$ cat src/rtl/bus_arbiter_rr8.sv
// bus_arbiter_rr8: round-robin arbiter for one 16-bit bus shared by 8 requesters.
// Latency: 1 cycle from request sampled in IDLE to registered grant; one dead
// cycle after each tenure. Owner keeps the bus until it drops req, with no preemption.
// Optional feature macro: ARB_TIMEOUT_EN limits a tenure to MAX_HOLD grant cycles.
module bus_arbiter_rr8 #(
  parameter int unsigned MAX_HOLD = 16,
  parameter int unsigned HOLD_W   = 5
) (
  input  logic       clk,
  input  logic       reset,
  input  logic [7:0] req,
  output logic [7:0] gnt,
  output logic [2:0] sel,
  output logic       bus_valid,
  output logic       timeout
);

  typedef enum logic [1:0] {
    IDLE    = 2'd0,
    GRANT   = 2'd1,
    RELEASE = 2'd2
  } state_t;

  // Stop elaboration when the counter is too narrow for the hold limit.
  if (MAX_HOLD < 2 || (64'd1 << HOLD_W) <= 64'(MAX_HOLD)) begin : g_bad_params
    $error("bus_arbiter_rr8: need MAX_HOLD >= 2 and 2**HOLD_W > MAX_HOLD");
  end

  state_t            state_q, state_d;
  logic [7:0]        gnt_q, gnt_d;
  logic [2:0]        sel_q, sel_d;
  logic [2:0]        ptr_q, ptr_d;
  logic [HOLD_W-1:0] cnt_q, cnt_d;
  logic              timeout_q, timeout_d;

  logic [2:0]        win_idx;
  logic              win_found;
  logic [2:0]        scan_idx;
  logic              owner_req;
  logic              hold_expired;

  // sel_q always holds the owner index while in GRANT.
  assign owner_req = req[sel_q];

`ifdef ARB_TIMEOUT_EN
  assign hold_expired = (cnt_q == HOLD_W'(MAX_HOLD - 1));
`else
  assign hold_expired = 1'b0;
`endif

  // Round-robin search: first active request starting at ptr, wrapping modulo 8.
  always_comb begin
    win_idx   = ptr_q;
    win_found = 1'b0;
    scan_idx  = ptr_q;
    for (int i = 0; i < 8; i++) begin
      scan_idx = ptr_q + 3'(i);
      if (!win_found && req[scan_idx]) begin
        win_idx   = scan_idx;
        win_found = 1'b1;
      end
    end
  end

  // Next-state and registered-output computation for the IDLE/GRANT/RELEASE FSM.
  always_comb begin
    state_d   = state_q;
    gnt_d     = gnt_q;
    sel_d     = sel_q;
    ptr_d     = ptr_q;
    cnt_d     = cnt_q;
    timeout_d = 1'b0;
    case (state_q)
      IDLE: begin
        gnt_d = 8'h00;
        if (win_found) begin
          state_d = GRANT;
          gnt_d   = 8'h01 << win_idx;
          sel_d   = win_idx;
          cnt_d   = '0;
        end
      end
      GRANT: begin
        if (!owner_req || hold_expired) begin
          // Moving ptr past the owner gives it lowest priority next round.
          state_d   = RELEASE;
          gnt_d     = 8'h00;
          ptr_d     = sel_q + 3'd1;
          timeout_d = owner_req && hold_expired;
        end
        // Counter saturates so an unbounded tenure never wraps it.
        if (cnt_q != '1) begin
          cnt_d = cnt_q + 1'b1;
        end
      end
      RELEASE: begin
        state_d = IDLE;
        gnt_d   = 8'h00;
      end
      default: begin
        state_d = IDLE;
        gnt_d   = 8'h00;
      end
    endcase
  end

  // State and output registers; reset overrides any tenure in progress.
  always_ff @(posedge clk) begin
    if (reset) begin
      state_q   <= IDLE;
      gnt_q     <= 8'h00;
      sel_q     <= 3'd0;
      ptr_q     <= 3'd0;
      cnt_q     <= '0;
      timeout_q <= 1'b0;
    end else begin
      state_q   <= state_d;
      gnt_q     <= gnt_d;
      sel_q     <= sel_d;
      ptr_q     <= ptr_d;
      cnt_q     <= cnt_d;
      timeout_q <= timeout_d;
    end
  end

  assign gnt       = gnt_q;
  assign sel       = sel_q;
  assign bus_valid = |gnt_q;

`ifdef ARB_TIMEOUT_EN
  assign timeout = timeout_q;
`else
  assign timeout = 1'b0;
`endif

endmodule

$ cat config.mk
export PLATFORM = sky130hd
export DESIGN_NAME = bus_arbiter_rr8
export DESIGN_NICKNAME = d
export VERILOG_FILES = /design/src/rtl/bus_arbiter_rr8.sv
export SDC_FILE = /design/constraint.sdc
export NUM_CORES = 1
export LEC_CHECK = 0
export ABC_CLOCK_PERIOD_IN_PS = 4200
export CAP_MARGIN = 10
export CORE_ASPECT_RATIO = 1.4
export CORE_MARGIN = 2
export CORE_UTILIZATION = 30
export DETAILED_ROUTE_END_ITERATION = 10
export SYNTH_ARGS = -nofsm -noshare
export SYNTH_HDL_FRONTEND = slang
export SYNTH_SLANG_ARGS = --single-unit
$ cat constraint.sdc
create_clock -name clk -period 4.2 [get_ports clk]
set_input_delay 0.84 -clock clk [delete_from_list [all_inputs] [get_ports clk]]
set_output_delay 0.84 -clock clk [all_outputs]
set_load 0.005 [all_outputs]
==> results of run 1 <==
registers in the layout, summed over array words and instances, names as in the netlist:
register and cells:
gnt 8, ptr_q 3, sel 3, state_q 2
cell families after synthesis:
family                   share of synthesized area
flip-flops                                  0.1931
other                                     0.002260
XOR/XNOR                                   0.04601
AO/OA/AOI/OAI                               0.2247
adder cells (fa/ha/maj)                    0.02263
AND/OR/NAND/NOR                             0.2119
multiplexers                                0.2466
buffers and inverters                      0.05278
final cells by class:
type | instances | area [um^2]
sequential | 16 | 320.3
inverter | 5 | 18.77
fill | 578 | 3463
clock buffer | 3 | 41.29
multi-input combinational | 147 | 1251
timing repair buffer | 23 | 225.2
tap | 68 | 85.08
worst reg2reg max path, cell delays in order, from the launching register on:
cell	delay (ps)
dfxtp_1	350
inv_2	90
ha_1	680
mux2i_1	350
mux2i_1	130
o221ai_2	370
o21ai_1	140
a31o_1	270
or2_2	320
xnor2_1	360
a32o_1	230
per-layer routing:
| metal | vias to the layer above | share of wire | GRT usage |
|---|---|---|---|
| met4 | 0 | 0.027 | 0.05952 |
| met3 | 12 | 0.035 | 0.02086 |
| met5 | - | 0 | 0 |
| met1 | 696 | 0.44 | 0.1622 |
| met2 | 41 | 0.50 | 0.2500 |
| li1 | 731 | - | - |
power groups by stage:
stage          combinational, mW  clock [mW]  sequential, mW
2_1_floorplan              0.838           0           0.253
3_3_place_gp                1.07           0           0.272
3_5_place_dp                1.07           0           0.272
4_1_cts                     1.07       0.116           0.269
5_1_grt                     1.19       0.123           0.279
6_report                    1.07       0.115           0.268
layout by cell type (no fill, tap or decap), types with 4 or more instances in the layout:
cell type,count
clkdlybuf4s50_1,21
nand2_1,19
dfxtp_1,16
nor2_1,10
mux4_2,9
mux2i_1,9
a21oi_1,8
a32o_1,8
nor3_1,5
inv_1,4
mux2_1,4
nand2b_1,4
o22ai_1,4
nand3_1,4
worst max path at each step:
stage | start | end | slack [ps] | cells after the start
2_1_floorplan | ptr_q[1]$_SDFFE_PP0P_ | gnt[2]$_SDFFE_PP0P_ | 1120 | 13
3_3_place_gp | req[5] | gnt[5]$_SDFFE_PP0P_ | 670 | 9
3_5_place_dp | req[7] | gnt[0]$_SDFFE_PP0P_ | 710 | 9
4_1_cts | ptr_q[0]$_SDFFE_PP0P_ | gnt[1]$_SDFFE_PP0P_ | 870 | 10
5_1_grt | ptr_q[0]$_SDFFE_PP0P_ | gnt[1]$_SDFFE_PP0P_ | 600 | 10
6_report | ptr_q[0]$_SDFFE_PP0P_ | gnt[5]$_SDFFE_PP0P_ | 860 | 10
==> qor.yml, run 1 <==
slew_headroom: 0.5845
syn2layout_area_growth_pct: 17.04
synth_edf_count: 0
port_buffers: 21
startpoint_type: "flip-flop"
cts_buffers: 3
worstPathMaxFanout: 15
die_w_um: 66.85
synth.distinct_cells: 60
die-area_um2: 6150
diodes: 0
fin_nets: 209
p_int_mw: 0.7671
place_area_um2: 1901
p_per_area_nw_per_um2: 747.9
die_h_um: 91.99
vias: 1480
yosysWarnings: 0
drtIter0Drc: 68
cpLargestDelayFamily: "compound AO/OA/AOI/OAI gates"
switching_share: 0.4718
comb_power_share: 0.737
crit_buf_inv: 1
yosys.area.top_type: "dfxtp_1"
final_cells: 262
crit_path_cell_trace: "inv_2 > ha_1 > mux2i_1 > mux2i_1 > o221ai_2 > o21ai_1 > a31o_1 > or2_2 > xnor2_1 > a32o_1"
cts_tree: "built"
ys_top_cells_by_count: "19 x nand2_1, 16 x dfxtp_1, 10 x nor2_1"
antenna_left: 0
peakVddDrop_uv: 224.1
place_ws_ps: 709.0
htree_levels: 1
whs_path_depth: 1
setup_tns_ps: 0
min_path_type: "flip-flop to flip-flop"
fmax_mhz: 299.1
yosysTopAreaCellShare: 0.1931
dp_cells: 259
yosysMostFrequentCell: "nand2_1"
final-max-slew-violation-count: 0
antenna_found_initial: 0
grt_pass1_vias: 1446
p_sw_mw: 0.6852
syn-instance-count: 177
grt_max_degree: 22
rrSetupSlack_ps: 860
power.total_mw: 1.452
core.rowCount: 32
clockRootBuffer: "clkbuf_8"
drc: 0
yosys-top-cells-area: "dfxtp_1 19%, mux4_2 12%, mux2i_1 5.4%"
leakage_nw: 0.6557
synth_seq_cells: 16
hpwl_um: 3098
finalCritPeriodShare: 0.7961
dr.pass1.iters: 4
cts_sinks: 16
reg2reg_depth: 10
whs_ps: 497.9
grt_pass1_wl_um: 6713
avgSynthCellArea_um2: 9.373
totalWireLength_um: 3866
clkPwrFrac: 0.079
maxCapViolCount: 0
syn_nets: 190
setup_violations: 0
post-cts-setup-buffers: 0
crit_path_end_kind: "flip-flop"
rr_startpoint: "ptr_q[0]$_SDFFE_PP0P_"
core_um2: 5405
hold-path-endpoint: "gnt[3]$_SDFFE_PP0P_"
worstReg2RegEnd: "gnt[5]$_SDFFE_PP0P_"
synth_area_um2: 1659
post_drt_via_cell_ratio: 5.649
clk_path_buf_depth: 2
seqPwrFrac: 0.185
grt_setup_unrepaired: "no"
fin_area_um2: 1942
grtUsageTotal: 0.1405
clock_skew_ps: 2.558
grt-ovfl-total: 0
wire_per_inst_um: 14.76
synth_ff_type: "dfxtp_1"
hold_violations: 0
clock_latency_ps: 250
ios: 23
status: "finished, final reports clean"
post-route-util: 0.3593
place.gp.congestion: 0.7803
seq_area_frac_synth: 0.1931
critPathRequiredTime_ps: 4390
critPathKind: "flip-flop to flip-flop"
start_util: 0.3069
post-route-min-period_ps: 3344
min-delay-start: "gnt[3]$_SDFFE_PP0P_"
drive_above_1_share: 0.1856
cp.arrival_ps: 3530
clk_pin_slew_ps: 60
slowest_delay_ps: 680
cpMostUsedCell: "mux2i_1"
cp_slowest_cell: "ha_1"
ctsHoldBuffers: 0
worst_pin_slew_ps: 622.3
cts_resized: 0
async_reset_ff_frac: 0
setup_ws_ps: 856.4
Power figures use the tool's default switching activity.
==> inputs of run 2 (changes only) <==
- ABC_CLOCK_PERIOD_IN_PS: 4200 -> 2700
- clock period: 4.2 -> 2.7 ns (I/O delays scaled with it)
==> run 2 against run 1 <==
Net effect: the flow now finishes with violations (setup timing); wire length rose by 18%; maximum frequency up 21%; cell area up 33%; first-iteration DRC count is 13% lower; clock skew decreased by 0.85 ps; highest routed layer unchanged; utilization rose by 12 points.
==> qor.yml, run 2 (synthesis gave the netlist of run 1 again) <==
clk_pin_slew_ps: 60  # about the same
crit_path_cell_trace: "inv_6 > ha_4 > buf_6 > mux4_2 > mux2i_4 > buf_4 > o21ai_2 > a31o_1 > or2_4 > xnor2_4 > a32o_1"
critPathKind: "flip-flop to flip-flop"
drive_above_1_share: 0.4798  # +0.2943
power.total_mw: 3.174  # +120%
cp.arrival_ps: 2900  # -630 ps
cp_slowest_cell: "dfxtp_4"
post_drt_via_cell_ratio: 5.326  # -5.7%
cts_tree: "built"
antenna_found_initial: 0  # unchanged
hpwl_um: 3636  # +17%
htree_levels: 1  # unchanged
worstPathMaxFanout: 7  # -8
post-route-min-period_ps: 2763  # -581.0 ps
clock_skew_ps: 1.708  # -0.8501 ps
min_path_type: "flip-flop to flip-flop"
setup_violations: 8  # +8
vias: 1683  # +14%
cpLargestDelayFamily: "multiplexers"
grtUsageMet3: 0.02331  # +0.002454
worst_pin_slew_ps: 571.3  # -51.08 ps
grt_max_degree: 12  # -45%
dp_cells: 299  # +15%
fillerInstances: 523  # -9.5%
violations: "setup timing"
crit_path_end_kind: "flip-flop"
core_um2: 5405  # unchanged
crit_buf_inv: 3  # +2
totalWireLength_um: 4548  # +18%
dr.pass1.iters: 4  # unchanged
slew_headroom: 0.6180  # +0.03343
post-route-util: 0.4787  # +0.1194
peakVddDrop_uv: 549.9  # +150%
drc: 0  # unchanged
diodes: 0  # unchanged
busiest_layer: "met2"
grt_setup_unrepaired: "yes"
port_buffers: 21  # unchanged
use_met1: 0.1821  # +0.01991
clock_latency_ps: 240  # about the same
whs_ps: 495.7  # -2.251 ps
die_w_um: 66.85  # unchanged
use_met2: 0.2858  # +0.03583
status: "finished, violations left"
clk_path_buf_depth: 2  # unchanged
core.rowCount: 32  # unchanged
die_h_um: 91.99  # unchanged
startpoint_type: "flip-flop"
hold_violations: 0  # unchanged
fmax_mhz: 362.0  # +21%
final_cell_mix: "50 x buf_4, 18 x nand2_1, 14 x dfxtp_1"
slowest_delay_ps: 370  # -310 ps
maxCapViolCount: 0  # unchanged
syn2layout_area_growth_pct: 55.96
final_common_cell: "buf_4"
largest_reg_flops: 8  # unchanged
cts_buffers: 3  # unchanged
grt-ovfl-total: 0  # unchanged
finalCritPeriodShare: 1.023  # +0.2271
antenna_left: 0  # unchanged
critPathRequiredTime_ps: 2830  # -1560 ps
drtIter0Drc: 59  # -13%
leakage_nw: 0.9885  # +51%
wire_per_inst_um: 14.39  # -2.5%
grtUsageTotal: 0.1565  # +0.01598
start_util: 0.3069  # unchanged
ios: 23  # unchanged
final-max-slew-violation-count: 0  # unchanged
ctsHoldBuffers: 0  # unchanged
setup_ws_ps: -62.57  # -919.0 ps
grt_pass1_vias: 1628  # +13%
clockRootBuffer: "clkbuf_8"
p_per_area_nw_per_um2: 1227  # +64%
cts_sinks: 16  # unchanged
grt_pass1_wl_um: 7596  # +13%
place.gp.congestion: 0.9342  # +20%
fin_nets: 262  # +25%
die-area_um2: 6150  # unchanged
final_cells: 316  # +21%
run 2: cell types whose count changed in the layout (fill, tap and decap cells not counted), moves of 4 or more:
cell             delta
buf_4              +48
mux2_1              -4
buf_6               +5
o22ai_1             -4
dlygate4sd2_1       +8
mux2_4              +4
clkdlybuf4s50_1     -8
run 2: power by group:
part           leakage, nW  switching [mW]  internal [mW]  total, mW
Sequential           0.132          0.0921          0.316      0.408
Clock               0.0228          0.0738          0.104      0.178
Combinational        0.834            1.19           1.40       2.59
Total                0.989            1.35           1.82       3.17
run 2: per-stage QoR:
step	setup WS, ps	cell area, um^2	TNS, ps
floorplan	-62.80	1760	-418.3
global placement	-404.4	2290	-4328
detailed placement	-425.4	2290	-4461
CTS	10.82	2412	0
global route	-160.7	2587	-1043
finish	-62.57	2587	-316.0
run 2: worst paths after layout:
check,start,end,slack (ps),depth (start not counted)
max,ptr_q[0]$_SDFFE_PP0P_,gnt[7]$_SDFFE_PP0P_,-60,11
min,gnt[1]$_SDFFE_PP0P_,gnt[1]$_SDFFE_PP0P_,500,1
max reg2reg,ptr_q[0]$_SDFFE_PP0P_,gnt[7]$_SDFFE_PP0P_,-60,11
min reg2reg,gnt[1]$_SDFFE_PP0P_,gnt[1]$_SDFFE_PP0P_,500,1
run 2: final cells by class:
| type | instances | area, um^2 | share of cell area |
|---|---|---|---|
| Clock buffer | 4 | 45.04 | 0.01741 |
| Inverter | 5 | 26.28 | 0.01015 |
| Multi-Input combinational cell | 147 | 1471 | 0.5687 |
| Sequential cell | 16 | 327.8 | 0.1267 |
| Tap cell | 68 | 85.08 | 0.03288 |
| Timing Repair Buffer | 76 | 631.9 | 0.2442 |
run 2: metal layers:
| metal | vias to the layer above | share of wire | wire, um |
|---|---|---|---|
| li1 | 831 | - | - |
| met5 | - | 0 | 0 |
| met1 | 805 | 0.40 | 1806 |
| met3 | 8 | 0.027 | 122 |
| met4 | 0 | 0.017 | 76 |
| met2 | 39 | 0.56 | 2543 |
run 2: worst register-to-register path, cell delays in order (launching register included):
cell and delay (ps):
dfxtp_4 370, inv_6 30, ha_4 330, buf_6 160, mux4_2 350, mux2i_4 220
buf_4 160, o21ai_2 50, a31o_1 250, or2_4 310, xnor2_4 170, a32o_1 260
run 2: repair_timing:
| action | 4_1_cts | 5_1_grt |
|---|---|---|
| gates resized for setup | 17 | 24 |
| setup buffers | 7 | 7 |
| pin swaps | 7 | 15 |
| endpoints found under the setup margin | 11 | 12 |
==> inputs of run 3 (changes only) <==
- GPL_TIMING_DRIVEN: not set -> 0
==> run 3 against run 2 <==
Net effect: the run still ends with setup timing left; sequential power is essentially flat; first-iteration DRC count shrank 63%; sequential share of layout area grew 1.3 points; die area is the same; largest cell class unchanged; worst hold slack lost 3.8 ps.
==> qor.yml, run 3 (synthesis gave the netlist of run 1 again) <==
grt-ovfl-total: 0  # unchanged
post-route-min-period_ps: 2947  # +184.5 ps
seqPwrFrac: 0.143  # +0.014
p_int_mw: 1.622  # -11%
wire_per_inst_um: 14.68  # +2.0%
clk_path_buf_depth: 2  # unchanged
slowest_delay_ps: 360  # about the same
cts_tree: "built"
violations: "setup timing"
place_ws_ps: -600.6  # -175.2 ps
port_buffers: 21  # unchanged
leakage_nw: 0.8683  # -12%
comb_power_share: 0.785  # -0.030
setup_tns_ps: -1896  # -1580 ps
vias: 1560  # -7.3%
switching_share: 0.4331  # +0.006892
hold_violations: 0  # unchanged
met2_wirelength_um: 2426  # -4.6%
start_util: 0.3069  # unchanged
post_drt_via_cell_ratio: 5.436  # +2.1%
critPathKind: "flip-flop to flip-flop"
ios: 23  # unchanged
place.gp.congestion: 0.8352  # -11%
clock_skew_ps: 6.690  # +4.982 ps
setup_violations: 10  # +2
largest_reg_flops: 8  # unchanged
clock_latency_ps: 240  # about the same
diodes: 0  # unchanged
dr.pass1.iters: 4  # unchanged
antenna_left: 0  # unchanged
fillerInstances: 527  # +0.76%
dr_wl_met3_um: 123  # +0.82%
antenna_found_initial: 0  # unchanged
cts_sinks: 16  # unchanged
cts_buffers: 3  # unchanged
final_common_cell: "nand2_1"
drive_above_1_share: 0.3973  # -0.08258
startpoint_type: "flip-flop"
final_cell_mix: "18 x nand2_1, 17 x buf_4, 14 x dfxtp_1"
die-area_um2: 6150  # unchanged
crit_path_end_kind: "flip-flop"
rr_startpoint: "ptr_q[0]$_SDFFE_PP0P_"
clk_pin_slew_ps: 70  # about the same
grt_max_degree: 11  # -1
cp.arrival_ps: 3080  # +180 ps
die_w_um: 66.85  # unchanged
clkPwrFrac: 0.072  # +0.016
setup_ws_ps: -247.1  # -184.5 ps
min_path_type: "flip-flop to flip-flop"
p_sw_mw: 1.239  # -8.4%
worstSetupStartpoint: "ptr_q[0]$_SDFFE_PP0P_"
crit_buf_inv: 5  # +2
grt_pass1_vias: 1517  # -6.8%
worst_pin_slew_ps: 513.4  # -57.87 ps
drc: 0  # unchanged
syn2layout_area_growth_pct: 40.95
fin_nets: 233  # -11%
p_per_area_nw_per_um2: 1223  # -0.29%
grtUsageTotal: 0.1473  # -0.009108
slew_headroom: 0.6557  # +0.03771
core.rowCount: 32  # unchanged
clockRootBuffer: "clkbuf_8"
fmax_mhz: 339.3  # -6.3%
min-delay-start: "gnt[3]$_SDFFE_PP0P_"
grt_pass1_wl_um: 7093  # -6.6%
top_layer_used: "met4"
die_h_um: 91.99  # unchanged
ctsHoldBuffers: 0  # unchanged
grt_setup_unrepaired: "yes"
worstPathMaxFanout: 6  # -1
hpwl_um: 3249  # -11%
cpLargestDelayFamily: "compound AO/OA/AOI/OAI gates"
final-max-slew-violation-count: 0  # unchanged
wl_met1_um: 1643  # -9.0%
peakVddDrop_uv: 418.2  # -24%
crit_path_cell_trace: "buf_12 > inv_8 > ha_4 > buf_8 > mux2i_4 > mux2i_1 > o221ai_2 > buf_4 > buf_6 > nor3_2 > a221oi_2 > a31oi_4 > nor3b_4 > a32o_1"
critPathRequiredTime_ps: 2830  # about the same
htree_levels: 1  # unchanged
core_um2: 5405  # unchanged
status: "finished, violations left"
maxCapViolCount: 0  # unchanged
totalWireLength_um: 4214  # -7.3%
cp_slowest_cell: "dfxtp_4"
drtIter0Drc: 22  # -63%
finalCritPeriodShare: 1.092  # +0.06834
power.total_mw: 2.861  # -9.9%
## run 3: cell count changes in the layout (fill, tap and decap cells not counted), sizes merged
cell  previous run  this run
buf             55        26
## run 3: what timing repair did
action                     4_1_cts  5_1_grt
resized for setup               24       11
setup endpoints to repair       12       12
pin swaps                       13       17
buffers inserted                14        4
## run 3: worst reg2reg max path, stage by stage (launching register included)
cell and delay (ps):
dfxtp_4 360, buf_12 110, inv_8 30, ha_4 310, buf_8 140, mux2i_4 230, mux2i_1 110, o221ai_2 290
buf_4 180, buf_6 100, nor3_2 40, a221oi_2 320, a31oi_4 170, nor3b_4 200, a32o_1 250
## run 3: final timing paths
path              slack [ps]  depth (start not counted)                  end
setup / recovery        -250                         14  gnt[6]$_SDFFE_PP0P_
hold / removal           490                          1  gnt[3]$_SDFFE_PP0P_
setup reg to reg        -250                         14  gnt[6]$_SDFFE_PP0P_
hold reg to reg          490                          1  gnt[3]$_SDFFE_PP0P_
## run 3: per-layer routing
layer / up-vias / track usage
met1: 744 / 0.1695
met2: 35 / 0.2892
met3: 4 / 0.01840
met4: 0 / 0.01361
li1: 777 / -
met5: - / 0
## run 3: power by group through the flow
stage	clock (mW)	combinational [mW]	sequential (mW)
after floorplan	0	1.45	0.396
after global placement	0	1.86	0.415
after detailed placement	0	1.87	0.418
after CTS	0.208	2.13	0.408
after global routing	0.221	2.45	0.423
final	0.206	2.25	0.409
## run 3: final cells by class
type                            count  area [um^2]  share of cell area
Inverter                            5        33.78             0.01445
Buffer                              8        91.34             0.03906
Clock buffer                        4        55.05             0.02354
Timing Repair Buffer               39        346.6              0.1482
Sequential cell                    16        327.8              0.1402
Tap cell                           68        85.08             0.03638
Multi-Input combinational cell    147         1399              0.5982
## run 3: through the flow
step	instance area [um^2]	hold WS, ps	util	cells
after global routing	2338	512.7	0.4326	287
after detailed placement	2056	484.3	0.3803	266
final	2338	491.9	0.4326	287
after CTS	2261	497.9	0.4183	283
after global placement	2056	480.7	0.3803	266
after floorplan	1760	487.7	-	177
